$ cat src/rtl/sat_enum_search.sv
// sat_enum_search
//   Brute-force search controller for a combinational circuit-SAT benchmark.
//   Walks every input assignment in ascending order, one per cycle. It samples
//   the benchmark's 'sat' output against the registered candidate. It reports
//   the first witness, or UNSAT once the space is exhausted, and can resume
//   after a hit to enumerate every solution.
//
// Ports
//   clk, rst      clock; asynchronous active-high reset
//   start_i       begin a search at assignment 0 (honoured in IDLE only)
//   abort_i       stop the running search and report an aborted result
//   assign_o      current candidate, wired to the benchmark inputs
//   sat_i         benchmark output for assign_o (combinational, same cycle)
//   busy_o        search in progress
//   res_valid_o   result available; held until res_ready_i
//   res_ready_i   consumer accepts the result
//   resume_i      sampled with the accept: continue after a SAT hit
//   res_sat_o     witness found (0 = UNSAT or aborted)
//   res_abort_o   result was produced by abort_i
//   res_wit_o     satisfying assignment (valid when res_sat_o)
//   res_cnt_o     candidates evaluated since start_i
module sat_enum_search #(
  parameter int unsigned N_IN  = 8,
  parameter int unsigned CNT_W = N_IN + 1
) (
  input  logic             clk,
  input  logic             rst,
  input  logic             start_i,
  input  logic             abort_i,
  output logic [N_IN-1:0]  assign_o,
  input  logic             sat_i,
  output logic             busy_o,
  output logic             res_valid_o,
  input  logic             res_ready_i,
  input  logic             resume_i,
  output logic             res_sat_o,
  output logic             res_abort_o,
  output logic [N_IN-1:0]  res_wit_o,
  output logic [CNT_W-1:0] res_cnt_o
);

  typedef enum logic [1:0] {
    IDLE,
    SEARCH,
    REPORT
  } state_t;

  state_t           state, state_nxt;
  logic [N_IN-1:0]  cand, cand_nxt;
  logic [N_IN-1:0]  wit, wit_nxt;
  logic [CNT_W-1:0] cnt, cnt_nxt;
  logic             rsat, rsat_nxt;
  logic             rabort, rabort_nxt;
  logic             cand_last;

  assign cand_last = &cand;

  always_ff @(posedge clk or posedge rst) begin
    if (rst) begin
      state  <= IDLE;
      cand   <= '0;
      wit    <= '0;
      cnt    <= '0;
      rsat   <= 1'b0;
      rabort <= 1'b0;
    end else begin
      state  <= state_nxt;
      cand   <= cand_nxt;
      wit    <= wit_nxt;
      cnt    <= cnt_nxt;
      rsat   <= rsat_nxt;
      rabort <= rabort_nxt;
    end
  end

  always_comb begin
    state_nxt  = state;
    cand_nxt   = cand;
    wit_nxt    = wit;
    cnt_nxt    = cnt;
    rsat_nxt   = rsat;
    rabort_nxt = rabort;

    unique case (state)
      IDLE: begin
        if (start_i) begin
          cand_nxt   = '0;
          cnt_nxt    = '0;
          wit_nxt    = '0;
          rsat_nxt   = 1'b0;
          rabort_nxt = 1'b0;
          state_nxt  = SEARCH;
        end
      end

      SEARCH: begin
        if (abort_i) begin
          // The candidate on the bus this cycle is not counted.
          rabort_nxt = 1'b1;
          rsat_nxt   = 1'b0;
          state_nxt  = REPORT;
        end else if (sat_i) begin
          wit_nxt   = cand;
          rsat_nxt  = 1'b1;
          cnt_nxt   = cnt + CNT_W'(1);
          state_nxt = REPORT;
        end else if (cand_last) begin
          rsat_nxt  = 1'b0;
          cnt_nxt   = cnt + CNT_W'(1);
          state_nxt = REPORT;
        end else begin
          cand_nxt = cand + N_IN'(1);
          cnt_nxt  = cnt + CNT_W'(1);
        end
      end

      REPORT: begin
        if (res_ready_i) begin
          if (resume_i && rsat) begin
            rsat_nxt = 1'b0;
            // Resuming from the top assignment has nothing left to try:
            // stay here and present the closing UNSAT report instead.
            if (!cand_last) begin
              cand_nxt  = cand + N_IN'(1);
              state_nxt = SEARCH;
            end
          end else begin
            state_nxt = IDLE;
          end
        end
      end

      default: state_nxt = IDLE;
    endcase
  end

  assign assign_o    = cand;
  assign busy_o      = (state == SEARCH);
  assign res_valid_o = (state == REPORT);
  assign res_sat_o   = rsat;
  assign res_abort_o = rabort;
  assign res_wit_o   = wit;
  assign res_cnt_o   = cnt;

endmodule

$ cat config.mk
export PLATFORM = sky130hd
export DESIGN_NAME = sat_enum_search
export DESIGN_NICKNAME = d
export VERILOG_FILES = /design/src/rtl/sat_enum_search.sv
export SDC_FILE = /design/constraint.sdc
export NUM_CORES = 1
export LEC_CHECK = 0
export ABC_AREA = 1
export ABC_CLOCK_PERIOD_IN_PS = 2900
export BUFFER_PORTS_ARGS = -buffer_cell sky130_fd_sc_hd__buf_2
export CAP_MARGIN = 40
export CORE_UTILIZATION = 40
export DETAILED_ROUTE_END_ITERATION = 12
export PLACE_DENSITY = 0.64
export SETUP_SLACK_MARGIN = 0.1
export SYNTH_ARGS = -nofsm -noshare
export SYNTH_HDL_FRONTEND = slang
export SYNTH_SLANG_ARGS = --single-unit
$ cat constraint.sdc
create_clock -name clk -period 2.9 [get_ports clk]
set_input_delay 0.145 -clock clk [delete_from_list [all_inputs] [get_ports clk]]
set_output_delay 0.145 -clock clk [all_outputs]
set_load 0.03 [all_outputs]
[Word level (Yosys, flattened, before mapping)]
Cells that the tools add are included.
Word-level totals
  register bits: 29
  bits of input ports: 7
Cells by class
  eq/ne operators: 11
  reductions and logical operators: 11
  mux-type cells: 30
  add/subtract/negate cells: 2
Operators with widths (number)
  8-bit two-way mux: 8
  8-bit case mux with 3 select lines: 1
  9-bit two-way mux: 2
  9-bit case mux with 2 select lines: 1
  8-bit case mux with 2 select lines: 1
  2-bit two-way mux: 7
  2-bit inequality test, second input constant: 5
  9-bit by 1-bit adder with 9-bit output, second input constant: 1
  8-bit by 1-bit adder with 8-bit output, second input constant: 1
  4-bit AND reduction: 2
  8-bit AND reduction: 1
  1-bit two-way mux: 7
  2-bit case mux with 3 select lines: 1
  3-bit AND reduction: 2
  6-bit AND reduction: 1
  5-bit AND reduction: 1
  2-bit by 1-bit inequality test with 1-bit output, second input constant: 2
  4-bit by 3-bit inequality test with 1-bit output, second input constant: 1
  3-bit inequality test, second input constant: 1
  1-bit case mux with 3 select lines: 1
  3-bit nonzero test: 1
  2-bit by 1-bit equality test with 1-bit output, second input constant: 1
  2-bit equality test, second input constant: 1
  2-bit logical NOT: 1
  3 further kinds: 3

[Logic depth before layout (Yosys ltp)]
Gate-level depths: netlist of the first run.
  word-level depth: 5
  mapped depth: 10
  mapped depth without buffers: 8

[Worst setup path before layout of the first run]
Ideal clock, no wire load.
  path kind: reg2reg
  from: register state[1]
  to: register wit[3] (netlist: res_wit_o[3])
  data required time: 2.771 ns
  buffers on the path: 2
  path slack: 1.195 ns
  arrival time: 1.576 ns
  cell stages (with the launch flop): 10
  path through: dfrtp_1 > inv_1 > ha_1 > buf_2 > nor2_1 > nor2_2 > buf_4 > nand2_4 > nand2_1 > o21ai_0
On the way
  longest elaborated chain between the ends: 3
  elaborated cells on any way between the ends: 8
  classes of those cells: 4 x eq/ne; 1 x mux; 3 x reduce/logical
Ends and longest elaborated chain
  start: declaration: RTL line 48  | state_t state, state_nxt;
  start signal: assignment: RTL line 67  | state <= state_nxt;
  2-bit by 1-bit equality test with 1-bit output (*)
  named net busy_o: RTL line 32  | output logic busy_o,
  2-bit inequality test (no line) / 2-bit nonzero test (equally long branches)
  4-bit AND reduction (no line)
  end signal: assignment: RTL line 69  | wit <= wit_nxt;
  end: declaration: RTL line 50  | logic [N_IN-1:0] wit, wit_nxt;
Mark *: on every way through the listed nets, which the timed path passes. The rest lies on a longest branch.
A chain may end at the register's enable or synchronous reset.

[Worst setup path after layout of the first run]
  from: register state[1]
  to: register cnt[6] (netlist: res_cnt_o[6])
On the way
  longest elaborated chain between the ends: 3
  elaborated cells on any way between the ends: 7
  classes of those cells: 3 x eq/ne; 1 x mux; 3 x reduce/logical
Ends and longest elaborated chain
  2-bit by 1-bit equality test with 1-bit output / 2-bit logical NOT (equally long branches): RTL line 84  | unique case (state)
  2-bit inequality test (no line) / 2-bit nonzero test (equally long branches)
  3-bit AND reduction (no line)
  end signal: assignment: RTL line 70  | cnt <= cnt_nxt;
  end: declaration: RTL line 51  | logic [CNT_W-1:0] cnt, cnt_nxt;
Parallel ways exist; a longest one is shown, timed or not.

==> qor.yml, run 1 <==
post-cts-setup-buffers: 0
ys.flop_type: "dfrtp_1"
timing.max_cap.violations: 0
cts_buffers: 5
fin_crit_ns: 2.25
startpoint_type: "register"
synth.distinct_cells: 24
instances_no_fill: 313
setup-tns-final_ns: 0
r2r_setup_slack_ns: 0.65
clock.fmax_ghz: 0.444
swShare_pct: 47.0
combPwrFrac_pct: 47.0
num_antenna_cells: 0
crit_type: "reg -> reg"
m1WireLength_um: 1820
drtAntennaViolNets: 0
setup_ws_ns: 0.649
drive_gt1_share_pct: 23.2
first_pass_iters: 4
irDropWorstVdd_uv: 662
hold_viol: 0
route.vias.total: 1562
required_ns: 3.07
arrival_ns: 2.43
vias_per_cell: 4.99
internal-power_mw: 0.868
synth_top_area_share_pct: 42.2
synth-seq-cells: 29
dieHeight_um: 67.6
p_total_mw: 1.64
highest_layer: "met4"
syn_nets: 237
grt_pass1_wl_um: 6240
rr_startpoint: "state[1]"
yosys_warnings: 0
start_util_pct: 42.4
rr_endpoint: "res_cnt_o[6]"
gp_congestion: 0.802
synth_edf_count: 0
dp_cells: 305
critPathMaxFanout: 17
gr-usage-all-layers_pct: 18.9
clockBufferDepth: 2
drt-initial-drc-count: 79
place_area_um2: 1930
seqPwrFrac_pct: 32.2
synthesis.area_um2: 1720
globalRoute.totalOverflow: 0
area_delta_synth_final_pct: 17.4
root_buffer: "clkbuf_8"
synthArstFlopShare_pct: 100
met2_length_um: 1720
finalWirelength_um: 3790
power_frac_clock_pct: 20.8
rows: 23
crit_start: "state[1]"
antenna_found_initial: 0
rsz0062_at_grt: "no"
portBuffers: 35
setup_viol: 0
min_path_type: "in -> reg"
clk_pin_slew_worst_paths_ns: 0.06
ctsHoldBuffers: 1
outcome: "complete, no violations"
ys_seq_area_share_pct: 42.2
core_um2: 4060
drc_errors: 0
tightest_slew_ns: 0.598
grt_start_max_net_pins: 30
slew_viol_final: 0
cp-end-kind: "register"
ctsResizeCount: 0
cts_tree: "yes"
place_ws_ns: 0.685
wire_per_inst_um: 12.1
synth_top_area_cell: "dfrtp_1"
synthTopCellsByArea: "dfrtp_1 42%, nand2_1 14%, nand3_1 6.4%, inv_1 6.1%, o21ai_0 6.1%"
h-tree-depth: 2
clock_sinks: 29
grt_pass1_vias: 1345
dieArea_um2: 4570
dieWidth_um: 67.6
endpoint: "res_cnt_o[6]"
power_density_nw_per_um2: 810
period_share_pct: 77.6
wl_met3_um: 175
avgSynthCellArea_um2: 7.69
synth_cells: 224
p_leak_nw: 1.02
design_area_um2: 2020
fin_nets: 276
io_pins: 36
slew_headroom_pct: 60.1
clkLatencyLatePin_ns: 0.28
hpwl_um: 2730
finClkSkew_ns: 0.00492
power_switching_mw: 0.771
r2r_cells: 7
==> registers in the layout, indices dropped and copies added, names as in the netlist <==
register	cells
res_cnt_o	9
res_sat_o	1
assign_o	8
res_abort_o	1
state	2
res_wit_o	8
==> per-layer routing <==
| layer | global-route usage (%) | vias up |
|---|---|---|
| met3 | 4.56 | 7 |
| met5 | 0 | - |
| met4 | 8.78 | 0 |
| li1 | - | 810 |
| met2 | 29.2 | 40 |
| met1 | 24.5 | 705 |
==> cell usage after synthesis, types with 2 or more instances <==
cell,n
o21ai_0,21
a21oi_1,4
inv_1,28
nor2_2,2
ha_1,6
nand3_1,22
nand2_2,5
nand4_1,7
nor3_1,2
nor2_1,14
nand2_1,66
nor2_4,2
nand3_4,2
dfrtp_1,29
o21ai_2,5
==> metrics by stage <==
stage	hold WS [ns]	util (%)
after floorplan	0.223	-
after global placement	0.236	47.5
after detailed placement	0.240	47.5
after CTS	0.192	49.8
after global routing	0.221	49.8
final	0.201	49.8
==> worst max-delay path: stages (launching register included) <==
cell	delay, ns
dfrtp_1	0.40
inv_1	0.09
ha_1	0.54
nor2_1	0.15
nor2_2	0.45
inv_1	0.26
o21ai_0	0.20
nor2_1	0.05
==> power by group through the flow <==
stage / clock [mW] / combinational (mW) / sequential, mW
floorplan: 0 / 0.579 / 0.616
global placement: 0 / 0.763 / 0.534
detailed placement: 0 / 0.771 / 0.536
CTS: 0.348 / 0.776 / 0.528
global route: 0.365 / 0.862 / 0.537
finish: 0.341 / 0.771 / 0.527
==> how the worst min path moves through the flow <==
stage / startpoint / to / slack (ns) / cells past startpoint
4_1_cts: abort_i / res_abort_o / 0.19 / 3
6_report: abort_i / res_sat_o / 0.20 / 4
2_1_floorplan: rst / assign_o[0] / 0.22 / 1
5_1_grt: abort_i / res_abort_o / 0.22 / 3
3_3_place_gp: rst / res_cnt_o[7] / 0.24 / 3
3_5_place_dp: rst / res_cnt_o[7] / 0.24 / 3
==> placed cells by master (no fill, tap or decap), types with 2 or more instances in the layout <==
master	Yosys	layout
nand2_2	5	5
nand4_1	7	7
clkbuf_8	0	6
inv_1	28	28
nand2_1	66	66
nor2_2	2	2
nand3_4	2	2
dfrtp_1	29	29
o21ai_2	5	5
ha_1	6	6
buf_2	1	35
nor2_1	14	14
nand3_1	22	22
o21ai_0	21	21
nor2_4	2	2
a21oi_1	4	4
nor3_1	2	2
==> final cells by class <==
| cell class | count | area, um^2 |
|---|---|---|
| Multi-Input combinational cell | 162 | 850 |
| Fill cell | 414 | 2040 |
| Tap cell | 50 | 62.6 |
| Inverter | 28 | 105 |
| Clock buffer | 7 | 86.3 |
| Sequential cell | 29 | 726 |
| Timing Repair Buffer | 37 | 193 |
==> cell families (layout without fill, tap and decap cells) <==
group / after synthesis / after routing / synth area share, %
compound gates: 32 / 32 / 11.1
fa+ha+maj: 6 / 6 / 4.36
buf+inv: 33 / 72 / 8.50
flops: 29 / 29 / 42.2
simple gates: 124 / 124 / 33.9
Note: power is estimated with default switching activity, not from simulation.
==> run 2, diff against run 1 <==
- ABC_CLOCK_PERIOD_IN_PS: 2900 -> 2200
- clock period: 2.9 -> 2.2 ns (I/O delays scaled with it)
==> run 2 against run 1 <==
  * Sequential power grew 32%
  * Utilization grew 0.22 points
  * Critical path depth grew 2
  * Non-clock buffer count grew 2
  * Final area grew 0.43%
  * Register-to-register slack lost 0.15 ns
  * Combinational power grew 35%
==> qor.yml, run 2 (same netlist as run 1, synthesis figures left out) <==
internal-power_mw: 1.15  # +32%
rr_endpoint: "res_cnt_o[6]"
required_ns: 2.37  # -0.70 ns
drt-initial-drc-count: 74  # -6.3%
finalWirelength_um: 3670  # -3.2%
gr-usage-all-layers_pct: 17.8  # -1.0 points
num_antenna_cells: 0  # unchanged
start_util_pct: 42.4  # unchanged
hpwl_um: 2670  # -2.2%
dieArea_um2: 4570  # unchanged
fin_crit_ns: 1.70  # -0.553 ns
finClkSkew_ns: 0.00286  # -0.00206 ns
cts_buffers: 5  # unchanged
final_cell_mix: "66 x nand2_1, 35 x buf_2, 29 x dfrtp_1"
irDropWorstVdd_uv: 522  # -21%
place_area_um2: 1940  # +0.78%
fin_nets: 278  # +0.72%
period_share_pct: 77.2  # -0.42 points
first_pass_iters: 5  # +1
design_area_um2: 2030  # +0.43%
slew_viol_final: 0  # unchanged
portBuffers: 35  # unchanged
gp_congestion: 0.793  # -1.2%
min_path_type: "in -> reg"
wire_per_inst_um: 11.6  # -4.1%
setup_viol: 0  # unchanged
clockBufferDepth: 2  # unchanged
power_switching_mw: 1.02  # +32%
startpoint_type: "register"
rsz0062_at_grt: "no"
crit_start: "state[0]"
dieWidth_um: 67.6  # unchanged
grt_pass1_vias: 1295  # -3.7%
arrival_ns: 1.87  # -0.56 ns
globalRoute.totalOverflow: 0  # unchanged
largest_reg_flops: 9  # unchanged
grt_pass1_wl_um: 5890  # -5.7%
clkLatencyLatePin_ns: 0.28  # about the same
combPwrFrac_pct: 48.0  # +1.0 points
rr_startpoint: "state[0]"
drc_errors: 0  # unchanged
clk_pin_slew_worst_paths_ns: 0.06  # about the same
power_density_nw_per_um2: 1060  # +31%
clock.fmax_ghz: 0.589  # +33%
slew_headroom_pct: 75.1  # +15 points
route.vias.total: 1540  # -1.4%
timing.max_cap.violations: 0  # unchanged
fillerInstances: 405  # -2.2%
tightest_slew_ns: 0.374  # -0.224 ns
cp-end-kind: "register"
antenna_found_initial: 0  # unchanged
grt_start_max_net_pins: 30  # unchanged
clock_sinks: 29  # unchanged
dieHeight_um: 67.6  # unchanged
seqPwrFrac_pct: 32.3  # about the same
swShare_pct: 47.0  # -0.072 points
outcome: "complete, no violations"
setup-tns-final_ns: 0  # unchanged
power_frac_clock_pct: 19.7  # -1.1 points
final_common_cell: "nand2_1"
r2r_cells: 9  # +2
core_um2: 4060  # unchanged
drive_gt1_share_pct: 23.3  # +0.11 points
area_delta_synth_final_pct: 18.0
crit_type: "reg -> reg"
drtAntennaViolNets: 0  # unchanged
h-tree-depth: 2  # unchanged
hold_viol: 0  # unchanged
endpoint: "res_cnt_o[6]"
cts_tree: "yes"
root_buffer: "clkbuf_8"
rows: 23  # unchanged
io_pins: 36  # unchanged
p_leak_nw: 1.03  # +0.51%
critPathMaxFanout: 9  # -8
ctsResizeCount: 0  # unchanged
r2r_setup_slack_ns: 0.50  # -0.15 ns
vias_per_cell: 4.87  # -2.3%
## run 2: cell count changes in the layout (fill, tap and decap cells not counted), sizes merged
cell / delta
buf: +2
clkbuf: +1
## run 2: through the flow
stage | utilization [%] | total power [mW] | std cells | worst slack (ns) | hold slack, ns
2_1_floorplan | - | 1.58 | 224 | 0.495 | 0.188
3_3_place_gp | 47.8 | 1.75 | 307 | 0.586 | 0.204
3_5_place_dp | 47.8 | 1.76 | 307 | 0.519 | 0.206
4_1_cts | 50.0 | 2.19 | 316 | 0.510 | 0.146
5_1_grt | 50.0 | 2.35 | 316 | 0.325 | 0.174
6_report | 50.0 | 2.16 | 316 | 0.501 | 0.159
## run 2: critical path, cell delays in order, from the launching register on
cell	delay, ns
dfrtp_1	0.39
inv_1	0.08
ha_1	0.23
nand2_1	0.17
nand2_2	0.09
nor2_2	0.20
buf_4	0.20
nand3_1	0.08
o21ai_0	0.09
nor2_1	0.06
## run 2: power groups by stage
stage / combinational, mW / sequential [mW] / clock, mW
final: 1.04 / 0.698 / 0.427
after global placement: 1.04 / 0.707 / 0
after global routing: 1.17 / 0.711 / 0.465
after detailed placement: 1.05 / 0.710 / 0
after CTS: 1.05 / 0.700 / 0.441
after floorplan: 0.764 / 0.812 / 0
## run 2: timing repair
| item | CTS | global route |
|---|---|---|
| hold buffers | 1 | 0 |
| endpoints found under the hold margin | 29 | 0 |
| buffers inserted | 0 | 0 |
## run 2: worst min path at each step
stage / depth (start not counted) / slack, ns / to / startpoint
after floorplan: 1 / 0.19 / assign_o[0] / rst
after global placement: 3 / 0.20 / res_cnt_o[8] / rst
after detailed placement: 3 / 0.21 / res_wit_o[1] / rst
after CTS: 3 / 0.15 / res_abort_o / abort_i
after global routing: 3 / 0.17 / res_abort_o / abort_i
final: 3 / 0.16 / res_abort_o / abort_i
## run 2: per-layer routing
layer | vias up | share of wire (%) | GRT usage, %
met2 | 38 | 45 | 27.2
li1 | 805 | - | -
met1 | 695 | 49 | 23.1
met5 | - | 0 | 0
met4 | 0 | 0.74 | 7.18
met3 | 2 | 4.7 | 5.57
## run 2: layout make-up
class	instances	area, um^2	area share (%)
clock buffer	8	80.1	3.94
inverter	28	105	5.18
multi-input combinational	162	850	41.8
sequential	29	726	35.7
tap	50	62.6	3.08
timing repair buffer	39	208	10.2
==> run 3, diff against run 2 <==
- ABC_CLOCK_PERIOD_IN_PS: 2200 -> 1700
- clock period: 2.2 -> 1.7 ns (I/O delays scaled with it)
==> run 3 against run 2 <==
  * First-iteration DRC count increased by 20%
  * Critical endpoint unchanged
  * Combinational power is 61% higher
  * Non-clock buffer count grew 6
  * Sequential share of layout area shrank 2.3 points
  * Cell count grew 2.2%
  * Highest routed layer unchanged
  * Count of clock-buffer cells in the layout fell by 1
  * Clock skew up 0.0022 ns
  * Hold slack lost 0.011 ns
  * Critical path type unchanged
  * Utilization is 3.5 points higher
==> qor.yml, run 3 (same netlist as run 1, synthesis figures left out) <==
outcome: "complete, no violations"
startpoint_type: "register"
slowest_stage: "dfrtp_1"
grt_pass1_wl_um: 6040  # +2.7%
seqPwrFrac_pct: 28.2  # -4.1 points
cp_cell_sequence: "buf_4 -> ha_4 -> nand2_4 -> nand2_4 -> nor2_4 -> buf_6 -> nand3_1 -> o21ai_1 -> nor2_1"
finalWirelength_um: 3840  # +4.9%
drt-initial-drc-count: 89  # +20%
power_density_nw_per_um2: 1470  # +38%
wire_per_inst_um: 11.9  # +2.6%
swShare_pct: 45.7  # -1.2 points
clockBufferDepth: 2  # unchanged
instances_no_fill: 323  # +2.2%
clock_sinks: 29  # unchanged
h-tree-depth: 2  # unchanged
finClkSkew_ns: 0.00507  # +0.00221 ns
drc_errors: 0  # unchanged
io_pins: 36  # unchanged
grt_start_max_net_pins: 30  # unchanged
rsz0062_at_grt: "no"
first_pass_iters: 4  # -1
clkLatencyLatePin_ns: 0.28  # about the same
cp-end-kind: "register"
p_leak_nw: 1.09  # +5.7%
start_util_pct: 42.4  # unchanged
arrival_ns: 1.70  # -0.17 ns
drive_gt1_share_pct: 30.4  # +7.1 points
irDropWorstVdd_uv: 611  # +17%
fin_crit_ns: 1.53  # -0.168 ns
grt_pass1_vias: 1388  # +7.2%
crit_top_cell: "nand2_4"
period_share_pct: 90.0  # +13 points
cts_tree: "yes"
final_cell_mix: "64 x nand2_1, 36 x buf_2, 28 x dfrtp_1"
crit_type: "reg -> reg"
num_antenna_cells: 0  # unchanged
hpwl_um: 2730  # +2.5%
route.vias.total: 1572  # +2.1%
dp_cells: 309  # +0.65%
final_common_cell: "nand2_1"
globalRoute.totalOverflow: 0  # unchanged
gp_congestion: 0.818  # +3.2%
drtAntennaViolNets: 0  # unchanged
slowest_delay_ns: 0.40  # about the same
combPwrFrac_pct: 52.2  # +4.2 points
dieArea_um2: 4570  # unchanged
slew_headroom_pct: 75.2  # +0.16 points
antenna_found_initial: 0  # unchanged
cts_buffers: 5  # unchanged
area_delta_synth_final_pct: 26.2
core_um2: 4060  # unchanged
dieHeight_um: 67.6  # unchanged
dieWidth_um: 67.6  # unchanged
p_total_mw: 3.20  # +48%
critPathMaxFanout: 7  # -2
rows: 23  # unchanged
required_ns: 1.87  # -0.50 ns
internal-power_mw: 1.74  # +52%
fin_nets: 285  # +2.5%
power_switching_mw: 1.46  # +44%
cp_top_family: "simple AND/OR/NAND/NOR gates"
hold_viol: 0  # unchanged
vias_per_cell: 4.87  # -0.13%
gr-usage-all-layers_pct: 18.0  # +0.17 points
largest_reg_flops: 9  # unchanged
setup_viol: 0  # unchanged
root_buffer: "clkbuf_8"
slew_viol_final: 0  # unchanged
min_path_type: "in -> reg"
fillerInstances: 392  # -3.2%
portBuffers: 35  # unchanged
power_frac_clock_pct: 19.7  # about the same
critPathBufInv: 2  # unchanged
clk_pin_slew_worst_paths_ns: 0.06  # about the same
tightest_slew_ns: 0.371  # -0.00237 ns
timing.max_cap.violations: 0  # unchanged
setup-tns-final_ns: 0  # unchanged
clock.fmax_ghz: 0.653  # +11%
-- run 3: final timing paths --
kind / endpoint / slack [ns] / cells after the start / start
worst min register to register: res_wit_o[5] / 0.49 / 2 / res_wit_o[5]
worst min-delay path: res_abort_o / 0.15 / 3 / abort_i
min in group asynchronous: res_cnt_o[4] / 0.41 / 4 / rst
worst max register to register: res_cnt_o[6] / 0.17 / 9 / state[0]
worst max-delay path: res_cnt_o[6] / 0.17 / 9 / state[0]
max in group asynchronous: assign_o[1] / 1.00 / 4 / rst
-- run 3: what timing repair did --
item                       in CTS  in global routing
pin swaps                       1                  2
hold endpoints to repair       29                  0
setup endpoints to repair      17                 17
gates cloned                    1                  1
gates resized for setup         4                 14
hold buffers                    1                  0
buffers inserted                2                  1
-- run 3: final cells by class --
class	instances	area [um^2]	area share [%]
Clock buffer	7	96.3	4.43
Sequential cell	29	727	33.4
Timing Repair Buffer	45	258	11.9
Clock inverter	1	5.00	0.230
Inverter	28	105	4.84
Tap cell	50	62.6	2.88
Multi-Input combinational cell	163	920	42.3
-- run 3: power groups by stage --
stage | clock network (mW) | registers, mW | logic, mW
after floorplan | 0 | 1.06 | 1.01
after global placement | 0 | 0.919 | 1.41
after detailed placement | 0 | 0.921 | 1.43
after CTS | 0.646 | 0.899 | 1.56
after global routing | 0.671 | 0.922 | 1.83
final | 0.630 | 0.901 | 1.67
-- run 3: stage by stage --
step / util (%) / instance area, um^2 / hold WS (ns) / worst slack (ns)
2_1_floorplan: - / 1740 / 0.163 / 0.126
3_3_place_gp: 48.6 / 1970 / 0.181 / 0.110
3_5_place_dp: 48.6 / 1970 / 0.178 / 0.0579
4_1_cts: 52.4 / 2120 / 0.130 / 0.135
5_1_grt: 53.6 / 2170 / 0.161 / 0.0977
6_report: 53.6 / 2170 / 0.148 / 0.169
-- run 3: worst min-delay path: cells and delay by family --
| family | cells | cell delay [ns] |
|---|---|---|
| AOI/OAI and AO/OA | 1 | 0.08 |
| buffers and inverters | 1 | 0.14 |
| and+or+nand+nor | 1 | 0.08 |
-- run 3: layer usage --
metal  GRT usage [%]  part of all wire (%)  up-vias
li1                -                     -      824
met1            20.9                    46      717
met2            31.4                    50       26
met3            4.73                   3.3        5
met4            6.38                  0.75        0
met5               0                     0        -
